## config.mk

```make
export PLATFORM = sky130hd
export DESIGN_NAME = fetch_pc_unit
export DESIGN_NICKNAME = d
export VERILOG_FILES = /design/src/rtl/fetch_pc_unit.sv
export SDC_FILE = /design/constraint.sdc
export NUM_CORES = 2
export LEC_CHECK = 0
export BUFFER_PORTS_ARGS = -buffer_cell sky130_fd_sc_hd__buf_2
export CAP_MARGIN = 20
export CORE_MARGIN = 8
export CORE_UTILIZATION = 50
export DETAILED_ROUTE_END_ITERATION = 6
export GPL_ROUTABILITY_DRIVEN = 1
export MAX_ROUTING_LAYER = met4
export PLACE_DENSITY = 0.66
export SLEW_MARGIN = 20
export SYNTH_ARGS = -nofsm -noshare
export SYNTH_HDL_FRONTEND = slang
export SYNTH_SLANG_ARGS = --single-unit
export TNS_END_PERCENT = 100
```

## constraint.sdc

```tcl
create_clock -name clk -period 14.8 [get_ports clk]
set_clock_uncertainty 0.2 [all_clocks]
set_input_delay 2.96 -clock clk [delete_from_list [all_inputs] [get_ports clk]]
set_output_delay 2.96 -clock clk [all_outputs]
set_load 0.1 [all_outputs]
```

## src/rtl/fetch_pc_unit.sv

```systemverilog
// Fetch PC generator with a direct-mapped BTB and IF/ID capture register.
// Define FETCH_BTB_FWD_EN to forward same-cycle BTB writes into the lookup.
module fetch_pc_unit #(
    parameter int          BTB_ENTRIES = 64,
    parameter logic [31:0] RESET_PC    = 32'h0000_0000
) (
    input  logic        clk,
    input  logic        reset,
    input  logic        stall,
    output logic [31:0] pc_out,
    input  logic        predict_taken,
    input  logic        ex_branch_valid,
    input  logic [31:0] ex_pc,
    input  logic        ex_taken,
    input  logic [31:0] ex_target,
    input  logic        ex_mispredict,
    output logic        flush,
    output logic        if_valid,
    output logic [31:0] if_pc,
    output logic        if_pred_taken,
    output logic [31:0] if_pred_target
);
    localparam int IDXW = $clog2(BTB_ENTRIES);
    localparam int TAGW = 30 - IDXW;

    logic [BTB_ENTRIES-1:0] btb_valid_q;
    logic [TAGW-1:0]        btb_tag_q [BTB_ENTRIES];
    logic [29:0]            btb_tgt_q [BTB_ENTRIES];

    logic [31:0] pc_q, pc_d;
    logic        ifv_q, ifv_d;
    logic [31:0] ifpc_q, ifpc_d;
    logic        ifpt_q, ifpt_d;
    logic [31:0] iftgt_q, iftgt_d;

    logic [IDXW-1:0] rd_idx, wr_idx;
    logic [TAGW-1:0] rd_tag_pc, wr_tag;
    logic            wr_en;
    logic            rd_valid;
    logic [TAGW-1:0] rd_tag;
    logic [29:0]     rd_tgt;
    logic            hit, pred;
    logic [31:0]     pred_npc, redirect_pc;
    logic            unused_tgt_lsb;

    assign unused_tgt_lsb = ^ex_target[1:0];

    assign rd_idx    = pc_q[IDXW+1:2];
    assign rd_tag_pc = pc_q[31:IDXW+2];
    assign wr_idx    = ex_pc[IDXW+1:2];
    assign wr_tag    = ex_pc[31:IDXW+2];
    assign wr_en     = ex_branch_valid & ex_taken;

    always_comb begin
        rd_valid = btb_valid_q[rd_idx];
        rd_tag   = btb_tag_q[rd_idx];
        rd_tgt   = btb_tgt_q[rd_idx];
`ifdef FETCH_BTB_FWD_EN
        // Bypass the array so a tight loop branch predicts on its very next fetch.
        if (wr_en && (wr_idx == rd_idx)) begin
            rd_valid = 1'b1;
            rd_tag   = wr_tag;
            rd_tgt   = ex_target[31:2];
        end
`endif
    end

    assign hit         = rd_valid && (rd_tag == rd_tag_pc);
    assign pred        = predict_taken & hit;
    assign pred_npc    = pred ? {rd_tgt, 2'b00} : pc_q + 32'd4;
    assign flush       = ex_branch_valid & ex_mispredict;
    assign redirect_pc = ex_taken ? {ex_target[31:2], 2'b00} : ex_pc + 32'd4;

    always_comb begin
        pc_d    = pc_q;
        ifv_d   = ifv_q;
        ifpc_d  = ifpc_q;
        ifpt_d  = ifpt_q;
        iftgt_d = iftgt_q;
        if (flush) begin
            // Redirect wins over stall; IF/ID payload is left stale.
            pc_d  = redirect_pc;
            ifv_d = 1'b0;
        end else if (!stall) begin
            pc_d    = pred_npc;
            ifv_d   = 1'b1;
            ifpc_d  = pc_q;
            ifpt_d  = pred;
            iftgt_d = pred_npc;
        end
    end

    always_ff @(posedge clk or posedge reset) begin
        if (reset) begin
            pc_q        <= RESET_PC;
            ifv_q       <= 1'b0;
            ifpc_q      <= '0;
            ifpt_q      <= 1'b0;
            iftgt_q     <= '0;
            btb_valid_q <= '0;
        end else begin
            pc_q    <= pc_d;
            ifv_q   <= ifv_d;
            ifpc_q  <= ifpc_d;
            ifpt_q  <= ifpt_d;
            iftgt_q <= iftgt_d;
            if (wr_en) btb_valid_q[wr_idx] <= 1'b1;
        end
    end

    // Tag/target storage is unreset; the valid bits alone gate hits.
    always_ff @(posedge clk) begin
        if (wr_en) begin
            btb_tag_q[wr_idx] <= wr_tag;
            btb_tgt_q[wr_idx] <= ex_target[31:2];
        end
    end

    assign pc_out         = pc_q;
    assign if_valid       = ifv_q;
    assign if_pc          = ifpc_q;
    assign if_pred_taken  = ifpt_q;
    assign if_pred_target = iftgt_q;
endmodule

```

Word level (Yosys, flattened, before mapping)
Memories as Yosys holds them, arrays and structs flattened.
Cells that the tools add are included.
Widths: inputs -> output; s select.
{"block": "totals", "wordCells": 36, "inputBits": 71, "output_inout_bits": 99, "regBits": 162, "n_memories": 2, "ram_bits": 3456}
{"block": "classes", "n_addsub": 2, "order_cmp": 3, "n_mux": 12, "n_bitwise": 6, "n_reduce_logical": 3, "n_eq_ne": 2}
{"name": "btb_tgt_q", "words": 64, "word_bits": 30, "read_ports": 1, "rd_ports_with_merged_regs": 0, "write_ports": 1, "line_no": "28", "source": "logic [29:0] btb_tgt_q [BTB_ENTRIES];"}
{"name": "btb_tag_q", "words": 64, "word_bits": 24, "read_ports": 1, "rd_ports_with_merged_regs": 0, "write_ports": 1, "line_no": "27", "source": "logic [TAGW-1:0] btb_tag_q [BTB_ENTRIES];"}
{"operator": "$mux 32", "n": 4}
{"operator": "$add 32x3->32 const B", "n": 2}
{"operator": "$or 64x64->64", "n": 1}
{"operator": "$eq 24x24->1", "n": 1}
{"operator": "$lt 6x7->1 const B", "n": 2}
{"operator": "$bmux 1 s6", "n": 1}
{"operator": "$demux 1 s6", "n": 1}
{"operator": "$ge 6x1->1 const B", "n": 1}
{"operator": "$mux 1", "n": 6}
{"operator": "$and 1x1->1", "n": 3}
{"operator": "$logic_and 1x1->1", "n": 2}
{"operator": "$ne 2x1->1 const B", "n": 1}
{"operator": "$not 1->1", "n": 2}
{"operator": "$reduce_and 2->1", "n": 1}

Longest topological paths before layout
{"block": "logic_depth", "word_depth": 7, "depth_mapped": 19, "depth_no_buf": 11}

Worst setup path before layout
Ideal clock, no wire load.
{"block": "synth_path", "kind": "input to output", "startpoint": "in ex_branch_valid", "endpoint": "out flush", "n_path_buf": 1, "required_time_ns": 11.640, "cell_stages": 3, "path_slack_ns": 7.922, "t_arrival_ns": 3.718, "cell_sequence": "nand2_1 clkinv_1 buf_2"}
{"block": "synth_via", "elab_chain_cells": 1}
{"item": "start, declared", "line_no": "12", "source": "input logic ex_branch_valid,"}
{"item": "$and 1x1->1", "line_no": "71", "source": "assign flush = ex_branch_valid & ex_mispredict;"}
{"item": "end, declared", "line_no": "17", "source": "output logic flush,"}
No other way between the ends.

Worst setup path in the final report
Same ends and word-level chain as after synthesis.

==> run summary <==
Status -> complete, no violations
Post-Synth Simple-Gate Area -> 2.21%
Worst path cell trace -> buf_2, nand2_2, buf_4, clkinv_1, buf_4, buf_2
Startpoint Class -> primary input
Cell Rows -> 194
Cell Area, Synth -> 0.141 sq mm
CP arrival -> 4.91 ns
Antenna Nets Post-Route -> 0
Routed len/inst -> 37.7 um
Synth Instances -> 6353
Endpoint, Worst Hold -> btb_valid_q[16]
Hold Startpoint -> btb_valid_q[16]
Post-synth top flop -> edfxtp_1
Total number of vias -> 71700
Die height -> 546 um
Worst slew pin tran -> 1.24 ns
Starting Density -> 50.3%
Setup bufs post-CTS -> 0
Slew headroom -> 16.9%
Worst-Skew Late Latency -> 0.90 ns
Register Area -> 0.108 sq mm
Flops & latches, synth -> 3618
Setup ws final -> 6.73 ns
FF-to-FF setup slack -> 7.63 ns
Pin count of the biggest net entering global routing -> 129
Root Buffer -> clkbuf_16
Clk buf depth -> 4
Post-synthesis mux area share -> 17.0%
Htree depth -> 5
Grt ovf -> 0
Area share of xor/xnor cells in the synthesized design -> 0.473%
Vias in the first global route -> 70200
Fin. max-slew vios -> 0
VDD IR max -> 0.168 mV
Fin. Hold Viols -> 0
Final nets -> 6851
Num CTS Buffers -> 362
Final TNS setup -> 0 ns
First-pass GRT wire length -> 563000 um
Chip width -> 546 um
Slowest stage delay, CP -> 0.63 ns
CP delay by family, top -> buffers and inverters
CP Class -> in2out
Min cycle time layout -> 8.07 ns
Finished Layout Cells -> 10800
Distinct cells, synth -> 84
Pre-CTS WS -> 6.80 ns
Yosys Warn Count -> 0
CORE AREA -> 0.280 sq mm
Num ports -> 170
Fillers -> 20500
Clk pin slew, worst setup/hold paths -> 0.06 ns
# clock sinks -> 3618
Worst-path maximum fanout -> 29
Fmax -> 0.124 GHz
Vias per cell -> 6.63
Total Die Area -> 0.299 sq mm
TritonCTS clock tree -> done
Asr flop ratio synth -> 4.48%
Req. time, crit path -> 11.64 ns
Max cap viols -> 0
Type of the most critical hold path -> reg2reg
RSZ-0062 raised after global routing -> no
Seq/Total Area, Yosys -> 76.6%
Syn_nets -> 6426
R2R cell count -> 12
Post-synthesis compound-gate area fraction -> 2.24%
Fin crit share -> 54.6%
Routability congestion estimate -> 0.871
Post-cts resize count -> 0
CP max-delay cell -> clkinv_1
Most frequent cells in the layout -> edfxtp_1 (3456), mux4_2 (935), clkbuf_16 (371), buf_4 (257), nand2_1 (220)
Post-Synth Adder-Cell Area -> 0.0178%
Critical path buffer and inverter count -> 5
Area Growth Syn to Fin -> 12.6%
# hold bufs at CTS -> 0
Static leakage -> 51.0 nW
All-Layer GR Usage -> 27.6%
Final HPWL DP -> 224000 um
Reg-to-reg endpoint -> pc_out[30]
Final WL -> 407000 um
DRC Markers -> 0
Main combinational cell family by area after synthesis -> multiplexers
Depth of the worst hold-timing path -> 1
Most common cell after layout, fill and taps aside -> edfxtp_1
Critical R2R Launch -> pc_out[3]
Setup-failing EPs final -> 0
Pre-antenna DRT Iters -> 6
Initial antenna violation count -> 27
Multi-input logic area -> 0.0314 sq mm
Average size of a mapped cell -> 22.1 sq um
Port Buf Inserts -> 167
Placed Cells -> 10100
Crit end category -> output pin
Post-synth EDFFs -> 3456
Initial DRC count -> 10700
Pwr/cell area -> 176 mW/mm^2
Layout cells sized above 1 -> 29.4%
## synthesized netlist by cell type (42+ instances only)
cell type	count	area share, %
o21ai_0	56	0.20
edfxtp_1	3456	74
or2_2	68	0.30
buf_2	142	0.51
buf_1	42	0.11
o21ai_1	51	0.18
mux2i_1	201	1.4
clkbuf_1	96	0.26
nand2_1	221	0.59
nand3_1	54	0.19
dfrtp_1	162	2.9
a21oi_1	100	0.36
mux4_2	935	15
nor2_1	155	0.41
buf_4	43	0.23
## registers in the layout, indices dropped and copies added, names as in the netlist
| register | flops |
|---|---|
| if_pred_target | 32 |
| if_pc | 32 |
| btb_tag_q | 1536 |
| if_pred_taken | 1 |
| btb_tgt_q | 1920 |
| btb_valid_q | 64 |
| pc_out | 32 |
| if_valid | 1 |
## cells by family (layout without fill, tap and decap cells)
| logic type | after synthesis | in the layout |
|---|---|---|
| flip-flops | 3618 | 3618 |
| adder cells (fa/ha/maj) | 2 | 2 |
| XOR/XNOR | 76 | 76 |
| multiplexers | 1180 | 1180 |
| buffers and inverters | 376 | 1089 |
| AO/OA/AOI/OAI | 449 | 449 |
| AND/OR/NAND/NOR | 652 | 652 |
| other | 0 | 19 |
## power breakdown
group / total [mW] / switching (mW) / internal [mW]
registers: 11.5 / 0.165 / 11.3
logic: 7.29 / 4.25 / 3.03
clock network: 9.04 / 3.79 / 5.24
total: 27.8 / 8.21 / 19.6
## per-stage QoR
step	utilization, %	power, mW	hold WS (ns)	area, sq um
after floorplan	-	16.7	0.231	141000
after global placement	52.5	18.9	0.245	147000
after detailed placement	52.5	19.0	0.249	147000
after CTS	56.6	27.9	0.263	158000
after global routing	56.7	28.6	0.273	158000
final	56.7	27.8	0.260	158000
## final cells by class
cell class	instances	area share (%)
Antenna cell	19	0.0300
Clock buffer	458	6.15
Clock inverter	194	1.15
Inverter	17	0.0513
Multi-Input combinational cell	2359	19.8
Sequential cell	3618	68.1
Tap cell	3724	2.94
Timing Repair Buffer	420	1.83
## worst reg2reg max path, stage by stage (launching register included)
cell and delay [ns]:
dfrtp_4 0.77, buf_12 0.49, buf_4 0.90, and2_1 0.72
a221oi_1 0.22, o21ai_0 0.22, a32oi_1 0.15, xnor2_1 0.43
nand4_1 0.39, a221oi_2 0.65, nand4_4 0.88, o41ai_1 0.78
o21ai_0 0.21
## worst max-delay path by stage
stage	startpoint	endpoint	slack (ns)	cells past startpoint
floorplan	reset	btb_valid_q[0]	7.26	1
CTS	ex_branch_valid	flush	6.80	6
finish	ex_branch_valid	flush	6.73	6
global placement	ex_branch_valid	flush	6.81	6
global route	ex_branch_valid	flush	6.80	6
detailed placement	ex_branch_valid	flush	6.80	6
## layer usage
metal | part of all wire (%) | wire, um | track usage [%]
met5 | 0 | 0 | -
met4 | 5.2 | 21300 | 11.8
met3 | 10 | 41600 | 4.80
met2 | 48 | 195000 | 43.1
met1 | 37 | 149000 | 36.4
Power figures use the tool's default switching activity.
